`config.mk`:
```
export PLATFORM = sky130hd
export DESIGN_NAME = if_fetch_unit
export DESIGN_NICKNAME = d
export VERILOG_FILES = /design/src/rtl/if_fetch_pkg.sv /design/src/rtl/if_fetch_buf.sv /design/src/rtl/if_fetch_unit.sv
export SDC_FILE = /design/constraint.sdc
export NUM_CORES = 1
export LEC_CHECK = 0
export CAP_MARGIN = 20
export CORE_ASPECT_RATIO = 1.2
export CORE_MARGIN = 2
export CORE_UTILIZATION = 56
export CTS_BUF_LIST = sky130_fd_sc_hd__clkbuf_4 sky130_fd_sc_hd__clkbuf_8
export CTS_CLUSTER_SIZE = 10
export DETAILED_ROUTE_END_ITERATION = 16
export PLACE_DENSITY = 0.95
export SLEW_MARGIN = 15
export SYNTH_ARGS = -nofsm -noshare
export SYNTH_HDL_FRONTEND = slang
export SYNTH_SLANG_ARGS = --single-unit
```
`constraint.sdc`:
```
create_clock -name Clk -period 10.3 [get_ports Clk]
set_input_delay 2.06 -clock Clk [delete_from_list [all_inputs] [get_ports Clk]]
set_output_delay 2.06 -clock Clk [all_outputs]
set_load 0.03 [all_outputs]
```
`src/rtl/if_fetch_pkg.sv`:
```
`default_nettype none
// +-----------------------------------------------------------------------+
// | if_fetch_pkg                                                          |
// | Shared types and constants for the instruction-fetch stage.           |
// | Revision: 1.0                                                         |
// +-----------------------------------------------------------------------+
package if_fetch_pkg;

  typedef enum logic [0:0] {
    FETCH = 1'b0,
    DRAIN = 1'b1
  } fetch_state_e;

  localparam logic [31:0] NOP_INST = 32'h0000_0000;
  localparam logic [31:0] PC_INCR  = 32'd4;

  typedef struct packed {
    logic [31:0] pc4;
    logic [31:0] inst;
  } fb_entry_t;

endpackage
`default_nettype wire

```
`src/rtl/if_fetch_buf.sv`:
```
`default_nettype none
// +-----------------------------------------------------------------------+
// | if_fetch_buf                                                          |
// | FB_DEPTH-entry synchronous FIFO of {pc4, inst} fetch entries.         |
// | Revision: 1.0                                                         |
// +-----------------------------------------------------------------------+
module if_fetch_buf
  import if_fetch_pkg::*;
#(
  parameter int FB_DEPTH = 2,
  localparam int AW = (FB_DEPTH > 1) ? $clog2(FB_DEPTH) : 1,
  localparam int CW = $clog2(FB_DEPTH) + 1
) (
  input  logic          Clk,
  input  logic          Rst_n,
  input  logic          i_push,
  input  fb_entry_t     i_data,
  input  logic          i_pop,
  input  logic          i_clear,
  output fb_entry_t     o_head,
  output logic [CW-1:0] o_count,
  output logic          o_empty,
  output logic          o_full
);

  localparam logic [CW-1:0] DEPTH_C = CW'(FB_DEPTH);

  fb_entry_t     r_mem [FB_DEPTH];
  logic [AW-1:0] r_rd;
  logic [AW-1:0] r_wr;
  logic [CW-1:0] r_count;
  logic          w_push;
  logic          w_pop;

  assign o_empty = (r_count == '0);
  assign o_full  = (r_count == DEPTH_C);
  assign o_count = r_count;
  assign o_head  = r_mem[r_rd];

  assign w_push = i_push & ~o_full;
  assign w_pop  = i_pop & ~o_empty;

  // Storage needs no reset: the head is only consumed when count is non-zero.
  always_ff @(posedge Clk) begin
    if (w_push && !i_clear) begin
      r_mem[r_wr] <= i_data;
    end
  end

  always_ff @(posedge Clk or negedge Rst_n) begin
    if (!Rst_n) begin
      r_rd    <= '0;
      r_wr    <= '0;
      r_count <= '0;
    end else if (i_clear) begin
      r_rd    <= '0;
      r_wr    <= '0;
      r_count <= '0;
    end else begin
      if (w_push) begin
        r_wr <= r_wr + AW'(1);
      end
      if (w_pop) begin
        r_rd <= r_rd + AW'(1);
      end
      case ({w_push, w_pop})
        2'b10:   r_count <= r_count + CW'(1);
        2'b01:   r_count <= r_count - CW'(1);
        default: r_count <= r_count;
      endcase
    end
  end

endmodule
`default_nettype wire

```
`src/rtl/if_fetch_unit.sv`:
```
`default_nettype none
// +-----------------------------------------------------------------------+
// | if_fetch_unit                                                         |
// | PC/fetch FSM feeding IF/ID; optional perf counters: IF_FETCH_PERF_EN. |
// | Revision: 1.0                                                         |
// +-----------------------------------------------------------------------+
module if_fetch_unit
  import if_fetch_pkg::*;
#(
  parameter logic [31:0] RESET_PC = 32'h0000_0000,
  parameter int          FB_DEPTH = 2
) (
  input  logic        Clk,
  input  logic        Rst_n,
  input  logic        Redirect,
  input  logic [31:0] Redirect_PC,
  input  logic        ID_stall,
  output logic        Imem_Req,
  output logic [31:0] Imem_Addr,
  input  logic        Imem_Ack,
  input  logic [31:0] Imem_Data,
  output logic [31:0] PC_4,
  output logic [31:0] Inst,
  output logic        Inst_Valid,
  output logic        IF_Flush,
  output logic        IF_stall,
  output logic [31:0] Bubble_Cnt,
  output logic [15:0] Redirect_Cnt
);

  localparam int            CW      = $clog2(FB_DEPTH) + 1;
  localparam logic [CW-1:0] DEPTH_C = CW'(FB_DEPTH);

  fetch_state_e  r_state;
  logic [31:0]   r_pc;
  logic [31:0]   r_drain_addr;
  logic          r_run;

  logic          w_req;
  logic          w_push;
  logic          w_pop;
  logic [31:0]   w_pc_next;
  logic [31:0]   w_target;
  fb_entry_t     w_push_data;
  fb_entry_t     w_head;
  logic [CW-1:0] w_count;
  logic          w_empty;
  logic          w_full;

  // r_run keeps the request low until the first edge after reset release.
  assign w_req       = r_run & ((r_state == DRAIN) | (w_count < DEPTH_C));
  assign w_pc_next   = r_pc + PC_INCR;
  assign w_target    = {Redirect_PC[31:2], 2'b00};
  assign w_push_data = {w_pc_next, Imem_Data};
  assign w_push      = (r_state == FETCH) & w_req & Imem_Ack & ~Redirect & ~w_full;
  assign w_pop       = ~Redirect & ~ID_stall & ~w_empty;

  assign Imem_Req  = w_req;
  assign Imem_Addr = (r_state == DRAIN) ? r_drain_addr : r_pc;

  if_fetch_buf #(
    .FB_DEPTH (FB_DEPTH)
  ) u_buf (
    .Clk     (Clk),
    .Rst_n   (Rst_n),
    .i_push  (w_push),
    .i_data  (w_push_data),
    .i_pop   (w_pop),
    .i_clear (Redirect),
    .o_head  (w_head),
    .o_count (w_count),
    .o_empty (w_empty),
    .o_full  (w_full)
  );

  always_ff @(posedge Clk or negedge Rst_n) begin
    if (!Rst_n) begin
      r_state      <= FETCH;
      r_pc         <= RESET_PC;
      r_drain_addr <= RESET_PC;
      r_run        <= 1'b0;
    end else begin
      r_run <= 1'b1;
      case (r_state)
        FETCH: begin
          if (Redirect) begin
            r_pc <= w_target;
            // The in-flight request must still complete at its old address.
            if (w_req && !Imem_Ack) begin
              r_state      <= DRAIN;
              r_drain_addr <= r_pc;
            end
          end else if (w_req && Imem_Ack) begin
            r_pc <= w_pc_next;
          end
        end
        DRAIN: begin
          if (Redirect) begin
            r_pc <= w_target;
          end
          if (Imem_Ack) begin
            r_state <= FETCH;
          end
        end
        default: r_state <= FETCH;
      endcase
    end
  end

  always_comb begin
    IF_Flush = 1'b0;
    IF_stall = 1'b0;
    if (Redirect) begin
      IF_Flush = 1'b1;
    end else if (ID_stall) begin
      IF_stall = 1'b1;
    end else if (w_empty) begin
      IF_Flush = 1'b1;
    end
  end

  assign Inst_Valid = ~w_empty;
  assign Inst       = w_empty ? NOP_INST : w_head.inst;
  assign PC_4       = w_empty ? 32'h0000_0000 : w_head.pc4;

`ifdef IF_FETCH_PERF_EN
  logic [31:0] r_bubble_cnt;
  logic [15:0] r_redirect_cnt;

  always_ff @(posedge Clk or negedge Rst_n) begin
    if (!Rst_n) begin
      r_bubble_cnt   <= '0;
      r_redirect_cnt <= '0;
    end else begin
      if (IF_Flush && !Redirect && (r_bubble_cnt != 32'hFFFF_FFFF)) begin
        r_bubble_cnt <= r_bubble_cnt + 32'd1;
      end
      if (Redirect) begin
        r_redirect_cnt <= r_redirect_cnt + 16'd1;
      end
    end
  end

  assign Bubble_Cnt   = r_bubble_cnt;
  assign Redirect_Cnt = r_redirect_cnt;
`else
  assign Bubble_Cnt   = 32'h0000_0000;
  assign Redirect_Cnt = 16'h0000;
`endif

endmodule
`default_nettype wire

```
==> results of run 1 <==
state kept, by name (all words and copies together) (netlist names):
name           cells
u_buf.r_wr         1
r_pc              30
r_state            1
r_drain_addr      30
u_buf.r_rd         1
u_buf.r_mem      124
u_buf.o_count      2
r_run              1
per-stage QoR:
step	setup slack, ns	std cells	hold WS (ns)	utilization [%]	area, µm²
after floorplan	4.55	807	0.475	-	9340
final	4.38	1114	0.511	68.6	11100
after CTS	4.39	1114	0.514	68.6	11100
after global routing	4.27	1114	0.527	68.6	11100
after detailed placement	4.41	1082	0.493	66.4	10700
after global placement	4.45	1082	0.483	66.4	10700
metal layers:
metal  up-vias  part of all wire [%]
met2       289                    52
met3        35                   7.4
li1       2869                     -
met1      3011                    38
met4         0                   2.1
met5         -                     0
layout make-up:
type                    count  area share [%]
well taps                 212            2.40
clock buffers              20            2.32
multi-input cells         498            30.1
inverters                   8           0.271
clock inverters            12           0.882
flip-flops and latches    190            48.6
repair buffers            174            15.4
cell usage after synthesis, drive strengths merged (5+ instances only):
cell type and instances:
a21oi 5, a31oi 12, and3 8, and4 5, buf 76, clkbuf 35
dfrtp 66, edfxtp 124, inv 8, mux2 57, mux2i 63, nand2 36
nand2b 5, nand3 18, nand4 12, nor2 95, nor3 13, nor4 8
o21ai 24, o31ai 8, or4 9, xnor2 24, xor2 13
cell families after synthesis:
family / after synthesis / share of synthesized area [%]
fa+ha+maj: 1 / 0.137
flops: 190 / 58.8
mux: 120 / 13.9
buf+inv: 119 / 7.22
compound gates: 65 / 4.50
other cells: 2 / 0.0821
simple gates: 222 / 11.9
xor+xnor: 37 / 3.54
power groups by stage:
stage	Sequential (W)	Clock (W)	Combinational, W
6_report	0.000929	0.000442	0.000366
5_1_grt	0.000937	0.000485	0.000391
4_1_cts	0.000928	0.000454	0.000369
3_5_place_dp	0.000945	0	0.000367
3_3_place_gp	0.000938	0	0.000359
2_1_floorplan	0.000915	0	0.000272
worst max-delay path, cell delays in order:
cell and delay, ns:
clkdlybuf4s50_1 0.45, buf_4 0.41, inv_1 0.12, o21ai_0 0.11, clkdlybuf4s50_1 0.70
how the worst min path moves through the flow:
stage                                 from          endpoint  depth (start not counted)
final                     r_drain_addr[16]  r_drain_addr[16]                          1
after global routing      r_drain_addr[27]  r_drain_addr[27]                          1
after CTS                 r_drain_addr[26]  r_drain_addr[26]                          1
after detailed placement  r_drain_addr[16]  r_drain_addr[16]                          1
after global placement     r_drain_addr[3]   r_drain_addr[3]                          1
after floorplan           r_drain_addr[28]  r_drain_addr[28]                          1
==> results by group, run 1 <==
Run status
  – Status: complete, no violations

Placement
  – HPWL after DPL: between 10,000 and 15,000 µm
  – Routability cong.: around 0.87
  – I/O Buffers: 162

Drt
  – Final WL: slightly below 20,000 µm
  – Pre-Repair DR Iteration Count: 5
  – Via Count: around 6,200
  – WL/cell: about 17 µm
  – ANT nets after route: 0
  – Drt drc: 0
  – Via/cell ratio: approximately 5.6
  – DR iter-0 viols: around 560

Final layout
  – Syn-to-layout area delta: 21.0%
  – Nets: 959
  – Share of cells above drive strength 1: roughly an eighth
  – Fillers: around 1,100
  – Multi-input gate area: ~3300 µm²
  – Antenna Diode Count: 0
  – Most frequent cells in the layout: 161 x clkdlybuf4s50_1, 124 x edfxtp_1, 93 x nor2_1
  – Register Area: 5380 µm²
  – Commonest non-fill, non-tap cell in the layout: clkdlybuf4s50_1

Setup path
  – Nature of the critical path startpoint: input pin
  – Reg2reg start: r_state
  – Worst Path Class, Setup: in -> out
  – Data arrival, critical path: 3.86 ns
  – Setup crit end kind: output port
  – Reg-to-reg slack, setup: approximately 7.7 ns
  – Worst R2R Path Depth: 4
  – Data required time of the worst path: 8.24 ns
  – Setup crit start: Redirect
  – CP max FO: between 40 and 50
  – Reg-to-Reg End: r_pc[20]
  – Crit path capture: IF_Flush

Global routing
  – Largest net degree at the start of global routing: 67
  – Initial antenna violation count: 0
  – Gr busiest metal: met2
  – Global routing usage on met3: approximately 5%
  – Vias in the first global route: ~5,900
  – GR Layer Usage met2: between 40% and 50%
  – Routing usage on met1: 27.3%
  – Total grt overflow: 0
  – Total GRT Usage: 22.7%
  – First-pass GRT wire length: 30,400 µm

Yosys
  – Register area share after synthesis: slightly below 60%
  – Fraction of registers with async set/reset: between 30% and 40%
  – EDFF count, synth: between 100 and 150
  – Yosys cell types: 52
  – Mapped Cells: 756
  – Netlist Area Pre-Place: between 9000 and 10,000 µm²
  – Synth area leaders: edfxtp_1 41%, dfrtp_1 18%, mux2_2 7.0%
  – Yosys Warn Count: 0
  – Yosys top cell area share: a little over 40%
  – Post-synthesis register bit count: between 150 and 200
  – Yosys top cell by area: edfxtp_1
  – Syn Area/Cell: between 10 and 15 µm²
  – Main flop type after synthesis: edfxtp_1

Power and ir drop
  – Cell Pwr Density: between 150 and 200 nW/µm²
  – Max VDD drop: approximately 0.10 mV
  – Switching share of power: between 20% and 30%
  – Switching pwr: between 0.0005 and 0.0006 W
  – Combinational share of power: a little over a fifth
  – Tot Pwr: 0.00174 W
  – Leak Pwr: 3.86 nW
  – Sequential power share: 53.5%
  – Share of total power in the clock network: 25.4%
  – Int Pwr: around 0.0012 W

Clocking
  – CTS Buf Count: 17
  – Worst-path clk slew: 0.09 ns
  – Clock Tree Buf Depth: 2
  – H-Tree Level Count: 4
  – CTS Hold Bufs: 0
  – Post-cts resize count: 0
  – Post-CTS setup buffer count: 0
  – Root buf cell: clkbuf_8
  – Num Clock Sinks: between 150 and 200
  – CTS tree: built
  – Worst-Skew Late Latency: ~0.46 ns

Run
  – Max-cap violations: 0

Die
  – Core footprint: approximately 16,000 µm²
  – Die W: between 100 and 150 µm
  – Num rows: approximately 50
  – Die area: roughly 17,000 µm²
  – Chip Height: approximately 140 µm
  – Initial Utilization: between 50% and 60%
  – Top-Level Pins: between 200 and 250

STA
  – Final setup vio count: 0
  – RSZ-0062 raised after global routing: false
  – Max transition margin: a little under two fifths
  – Fin. max-slew vios: 0
  – Minimum clock period: roughly 5.9 ns
  – Hold Fails Final Rpt: 0
  – F_max: 169 MHz
  – Worst-Margin Slew: roughly 0.9 ns
  – Final TNS setup: 0 ns
  – Period utilisation layout: 57.5%
  – Skew final: around 0.0093 ns

Hold path
  – Hold Path Class: reg -> reg
No activity file was read; power rests on OpenSTA's default activity.
==> inputs of run 2 (changes only) <==
--- a/config.mk
+++ b/config.mk
@@ -8,11 +8,11 @@
 export CAP_MARGIN = 20
 export CORE_ASPECT_RATIO = 1.2
 export CORE_MARGIN = 2
-export CORE_UTILIZATION = 56
+export CORE_UTILIZATION = 47
 export CTS_BUF_LIST = sky130_fd_sc_hd__clkbuf_4 sky130_fd_sc_hd__clkbuf_8
 export CTS_CLUSTER_SIZE = 10
 export DETAILED_ROUTE_END_ITERATION = 16
-export PLACE_DENSITY = 0.95
+export PLACE_DENSITY = 0.9
 export SLEW_MARGIN = 15
 export SYNTH_ARGS = -nofsm -noshare
 export SYNTH_HDL_FRONTEND = slang
==> constraint.sdc (replaced) <==
create_clock -name Clk -period 4.85 [get_ports Clk]
set_input_delay 0.97 -clock Clk [delete_from_list [all_inputs] [get_ports Clk]]
set_output_delay 0.97 -clock Clk [all_outputs]
set_load 0.03 [all_outputs]
==> results by group, run 2 (synthesis results as in run 1) <==
Hold path
  – Hold Path Class: reg -> reg
  – HP Start: r_drain_addr[8]

Final layout
  – Post-route core utilization: 59.0% (-9.5 points)
  – Most frequent cells in the layout: 160 x clkdlybuf4s50_1, 124 x edfxtp_1, 93 x nor2_1
  – Antenna Diode Count: 0 (unchanged)
  – Commonest non-fill, non-tap cell in the layout: clkdlybuf4s50_1
  – Syn-to-layout area delta: 22.5%
  – Multi-input gate area: 3330 µm² (unchanged)
  – Top reg by flops: u_buf.r_mem
  – Register Area: 5380 µm² (unchanged)
  – Share of cells above drive strength 1: 12.5% (+0.65 points)
  – Nets: 960 (+0.10%)
  – Biggest regs: u_buf.r_mem x124, r_drain_addr x30, r_pc x30
  – Max FFs per register: 124 (unchanged)
  – Fillers: 1,491 (+34%)

STA
  – Hold Fails Final Rpt: 0 (unchanged)
  – Period utilisation layout: between 70% and 80%
  – Skew final: 0.0156 ns (+0.00625 ns)
  – Worst-Margin Slew: 0.917 ns (-0.0107 ns)
  – F_max: between 200 and 300 MHz
  – Fin. max-slew vios: 0 (unchanged)
  – Max transition margin: 38.3% (+0.72 points)
  – RSZ-0062 raised after global routing: false
  – Final TNS setup: 0 ns (unchanged)
  – Minimum clock period: between 3 and 4 ns
  – Final setup vio count: 0 (unchanged)
  – Final hold slack: 0.509 ns (-0.00226 ns)

Drt
  – Via/cell ratio: 5.36 (-3.7%)
  – Drt drc: 0 (unchanged)
  – DR iter-0 viols: 446 (-20%)
  – WL/cell: 17.4 µm (-0.16%)
  – Final WL: 20,200 µm (+3.9%)
  – ANT nets after route: 0 (unchanged)
  – Pre-Repair DR Iteration Count: 5 (unchanged)
  – Via Count: 6,214 (+0.16%)

Die
  – Initial Utilization: 48.2% (-8.5 points)
  – Top-Level Pins: 217 (unchanged)
  – Die W: 131 µm (+8.8%)
  – Core footprint: 19,000 µm² (+18%)
  – Die area: 20,600 µm² (+19%)
  – Num rows: 55 (+7.8%)
  – Chip Height: 157 µm (+8.9%)

Setup path
  – Reg-to-reg slack, setup: 1.69 ns (-5.99 ns)
  – Data required time of the worst path: 3.88 ns (-4.36 ns)
  – Setup crit start: r_state
  – Reg2reg start: r_state
  – Worst Path Class, Setup: reg -> out
  – Setup crit end kind: output port
  – Nature of the critical path startpoint: register
  – CP max FO: 24 (-48%)
  – Worst R2R Path Depth: 6 (+2)
  – Crit path capture: Imem_Addr[13]
  – Reg-to-Reg End: u_buf.r_mem[0][61]
  – Data arrival, critical path: 2.88 ns (-0.98 ns)

Clocking
  – CTS tree: built
  – Post-CTS setup buffer count: 0 (unchanged)
  – Root buf cell: clkbuf_8
  – H-Tree Level Count: 4 (unchanged)
  – Worst-path clk slew: 0.10 ns (about the same)
  – Clock Tree Buf Depth: 2 (unchanged)
  – Num Clock Sinks: 190 (unchanged)
  – CTS Buf Count: 17 (unchanged)
  – Post-cts resize count: 0 (unchanged)
  – CTS Hold Bufs: 0 (unchanged)
  – Worst-Skew Late Latency: 0.47 ns (about the same)

Global routing
  – First-pass GRT wire length: 31,300 µm (+3.1%)
  – Total GRT Usage: 19.6% (-3.1 points)
  – Initial antenna violation count: 0 (unchanged)
  – Vias in the first global route: 6,136 (+4.0%)
  – Largest net degree at the start of global routing: 65 (-3.0%)
  – Total grt overflow: 0 (unchanged)

Placement
  – HPWL after DPL: 13,600 µm (+5.4%)
  – I/O Buffers: 162 (unchanged)
  – Routability cong.: 0.831 (-4.4%)

Power and ir drop
  – Cell Pwr Density: 343 nW/µm² (+120%)
  – Max VDD drop: 0.173 mV (+65%)
  – Leak Pwr: 3.90 nW (+1.0%)

Run status
  – Status: complete, no violations

Run
  – Max-cap violations: 0 (unchanged)
[run 2: how the worst min path moves through the flow]
stage | endpoint | slack (ns) | cells past startpoint
2_1_floorplan | r_drain_addr[28] | 0.47 | 1
3_3_place_gp | r_drain_addr[27] | 0.48 | 1
3_5_place_dp | r_drain_addr[9] | 0.49 | 1
4_1_cts | r_drain_addr[26] | 0.51 | 1
5_1_grt | r_drain_addr[12] | 0.52 | 1
6_report | r_drain_addr[8] | 0.51 | 1
[run 2: cell type report]
class | count | area share [%]
Clock inverter | 6 | 1.02
Timing Repair Buffer | 175 | 15.4
Sequential cell | 190 | 48.0
Clock buffer | 26 | 2.75
Inverter | 8 | 0.268
Multi-Input combinational cell | 498 | 29.7
Tap cell | 256 | 2.86
[run 2: where the power goes]
part / switching, W / total, W / internal [W]
logic: 0.000436 / 0.000778 / 0.000341
clock network: 0.000522 / 0.00109 / 0.000571
registers: 0.000115 / 0.00198 / 0.00186
total: 0.00107 / 0.00385 / 0.00277
[run 2: per-layer routing]
layer	track usage (%)	wire (µm)
met1	23.1	8020
met4	7.71	448
met2	34.5	10300
met5	0	0
met3	4.99	1400
[run 2: stage by stage]
step,setup slack (ns),power (W),std cells,area [µm²]
global placement,1.37,0.00276,1127,10800
global route,0.907,0.00400,1159,11200
floorplan,0.192,0.00252,807,9340
CTS,0.979,0.00388,1159,11200
detailed placement,1.34,0.00279,1127,10800
finish,1.00,0.00385,1159,11200
[run 2: critical path: stages (launching register included)]
cell and delay (ns):
dfrtp_1 0.94, buf_4 0.45, mux2_2 0.39, clkdlybuf4s50_1 0.61
==> inputs of run 3 (changes only) <==
==> constraint.sdc (replaced) <==
create_clock -name Clk -period 3.45 [get_ports Clk]
set_input_delay 0.69 -clock Clk [delete_from_list [all_inputs] [get_ports Clk]]
set_output_delay 0.69 -clock Clk [all_outputs]
set_load 0.03 [all_outputs]
==> results by group, run 3 (synthesis results as in run 1) <==
Final layout
  – Commonest non-fill, non-tap cell in the layout: clkdlybuf4s50_1
  – Post-route cell area: 11,300 µm² (+1.2%)
  – Biggest regs: u_buf.r_mem x124, r_drain_addr x30, r_pc x30
  – Share of cells above drive strength 1: 12.7% (+0.18 points)
  – Most frequent cells in the layout: 159 x clkdlybuf4s50_1, 124 x edfxtp_1, 93 x nor2_1
  – Layout Cells excl Fill: 1,162 (+0.26%)
  – Antenna Diode Count: 0 (unchanged)
  – Max FFs per register: 124 (unchanged)
  – Nets: 963 (+0.31%)
  – Top reg by flops: u_buf.r_mem
  – Syn-to-layout area delta: 24.0%

Drt
  – WL/cell: 17.9 µm (+2.9%)
  – Via Count: 6,279 (+1.0%)
  – Final WL: 20,800 µm (+3.2%)
  – Via/cell ratio: 5.40 (+0.79%)
  – DR iter-0 viols: 517 (+16%)
  – Drt drc: 0 (unchanged)
  – ANT nets after route: 0 (unchanged)
  – Pre-Repair DR Iteration Count: 5 (unchanged)

STA
  – Minimum clock period: roughly 3.1 ns
  – Skew final: 0.0130 ns (-0.00263 ns)
  – Final setup vio count: 0 (unchanged)
  – Worst-Margin Slew: 0.972 ns (+0.0552 ns)
  – Final TNS setup: 0 ns (unchanged)
  – Max transition margin: 34.6% (-3.7 points)
  – F_max: between 300 and 400 MHz
  – Period utilisation layout: between 90% and 100%
  – RSZ-0062 raised after global routing: false
  – Fin. max-slew vios: 0 (unchanged)
  – Final worst slack: 0.310 ns (-0.690 ns)
  – Hold Fails Final Rpt: 0 (unchanged)

Run status
  – Status: complete, no violations

Die
  – Num rows: 55 (unchanged)
  – Die W: 131 µm (unchanged)
  – Chip Height: 157 µm (unchanged)
  – Core footprint: 19,000 µm² (unchanged)
  – Initial Utilization: 48.2% (unchanged)
  – Die area: 20,600 µm² (unchanged)
  – Top-Level Pins: 217 (unchanged)

Setup path
  – Reg2reg start: r_pc[2]
  – Setup crit end kind: output port
  – CP max stage delay: 0.71 ns (-0.23 ns)
  – Number of buffers and inverters on the critical path: 2 (unchanged)
  – Nature of the critical path startpoint: register
  – CP top delay family: buffers and inverters
  – Crit-path slowest cell: dfrtp_4
  – Worst Path Class, Setup: reg -> out
  – Data arrival, critical path: 2.45 ns (-0.43 ns)
  – Crit-path cells: buf_4 > mux2i_1 > nor2_1 > clkdlybuf4s50_1
  – Setup crit start: u_buf.r_rd
  – CP max FO: 18 (-25%)
  – Data required time of the worst path: 2.76 ns (-1.12 ns)

Placement
  – DP Worst Slack: 0.576 ns (-0.765 ns)
  – HPWL after DPL: 13,700 µm (+1.3%)
  – I/O Buffers: 162 (unchanged)
  – Post-Place Cell Area: 10,800 µm² (+0.58%)
  – Placed Cells: 1,129 (+0.18%)
  – Routability cong.: 0.870 (+4.6%)

Clocking
  – Root buf cell: clkbuf_8
  – Worst-Skew Late Latency: 0.47 ns (about the same)
  – Num Clock Sinks: 190 (unchanged)
  – CTS Hold Bufs: 0 (unchanged)
  – Worst-path clk slew: 0.09 ns (about the same)
  – H-Tree Level Count: 4 (unchanged)
  – Clock Tree Buf Depth: 2 (unchanged)
  – CTS tree: built
  – CTS Buf Count: 17 (unchanged)

Run
  – Max-cap violations: 0 (unchanged)

Power and ir drop
  – Switching share of power: 27.8% (-0.11 points)
  – Share of total power in the clock network: 30.7% (+2.3 points)
  – Switching pwr: 0.00156 W (+45%)
  – Sequential power share: 49.3% (-2.1 points)
  – Int Pwr: 0.00405 W (+46%)
  – Leak Pwr: 3.96 nW (+1.5%)
  – Cell Pwr Density: 495 nW/µm² (+44%)
  – Max VDD drop: 0.245 mV (+42%)
  – Combinational share of power: 20.0% (-0.2 points)

Global routing
  – First-pass GRT wire length: 32,300 µm (+3.2%)
  – Total GRT Usage: 20.4% (+0.76 points)
  – Total grt overflow: 0 (unchanged)
  – Vias in the first global route: 6,148 (+0.20%)
  – Initial antenna violation count: 0 (unchanged)
  – Largest net degree at the start of global routing: 65 (unchanged)

Hold path
  – Hold Path Class: in -> async
[run 3: changes by cell type in the layout (fill, tap and decap cells not counted), moves of 2 or more]
cell	previous run	this run
buf_12	1	6
clkbuf_4	8	1
bufinv_16	3	6
inv_6	0	3
clkinv_1	0	2
[run 3: final cells by class]
| cell class | count | area (µm²) |
|---|---|---|
| inverters | 8 | 30.0 |
| well taps | 256 | 320 |
| clock inverters | 14 | 235 |
| flip-flops and latches | 190 | 5380 |
| fillers | 1487 | 7650 |
| clock buffers | 18 | 241 |
| multi-input cells | 498 | 3330 |
| repair buffers | 178 | 1810 |
[run 3: timing repair]
action	CTS	global route
setup buffers	0	1
resized for setup	0	0
endpoints found under the setup margin	0	1
[run 3: path summary, 6_finish.rpt]
check	to	slack (ns)	cells past startpoint
worst max register to register	r_pc[18]	0.89	5
worst max-delay path	Inst[22]	0.31	4
worst min register to register	r_drain_addr[13]	0.51	1
worst min-delay path	r_drain_addr[25]	0.29	1
max in group asynchronous	u_buf.r_rd	2.48	2
min in group Clk	r_drain_addr[13]	0.51	1
[run 3: worst reg2reg max path, stage by stage, from the launching register on]
cell and delay (ns):
dfrtp_1 0.49, ha_1 0.29, nand4_1 0.41, or4_1 0.76, or3_1 0.35, a31oi_1 0.18
[run 3: power by group through the flow]
stage / sequential (W) / combinational, W / clock, W
after floorplan: 0.00273 / 0.000813 / 0
after global placement: 0.00280 / 0.00109 / 0
after detailed placement: 0.00282 / 0.00111 / 0
after CTS: 0.00277 / 0.00112 / 0.00176
after global routing: 0.00279 / 0.00119 / 0.00185
final: 0.00277 / 0.00112 / 0.00172
[run 3: stage by stage]
stage	hold slack, ns	utilization [%]	total power, W
after floorplan	0.394	-	0.00354
after global placement	0.483	57.1	0.00389
after detailed placement	0.491	57.1	0.00393
after CTS	0.285	59.6	0.00564
after global routing	0.316	59.7	0.00584
final	0.290	59.7	0.00561
[run 3: per-layer routing]
layer / global-route usage (%) / vias up / share of wire [%]
met3: 4.63 / 51 / 6.4
met2: 35.6 / 313 / 51
met5: 0 / - / 0
li1: - / 2874 / -
met1: 23.9 / 3041 / 40
met4: 9.83 / 0 / 3.1
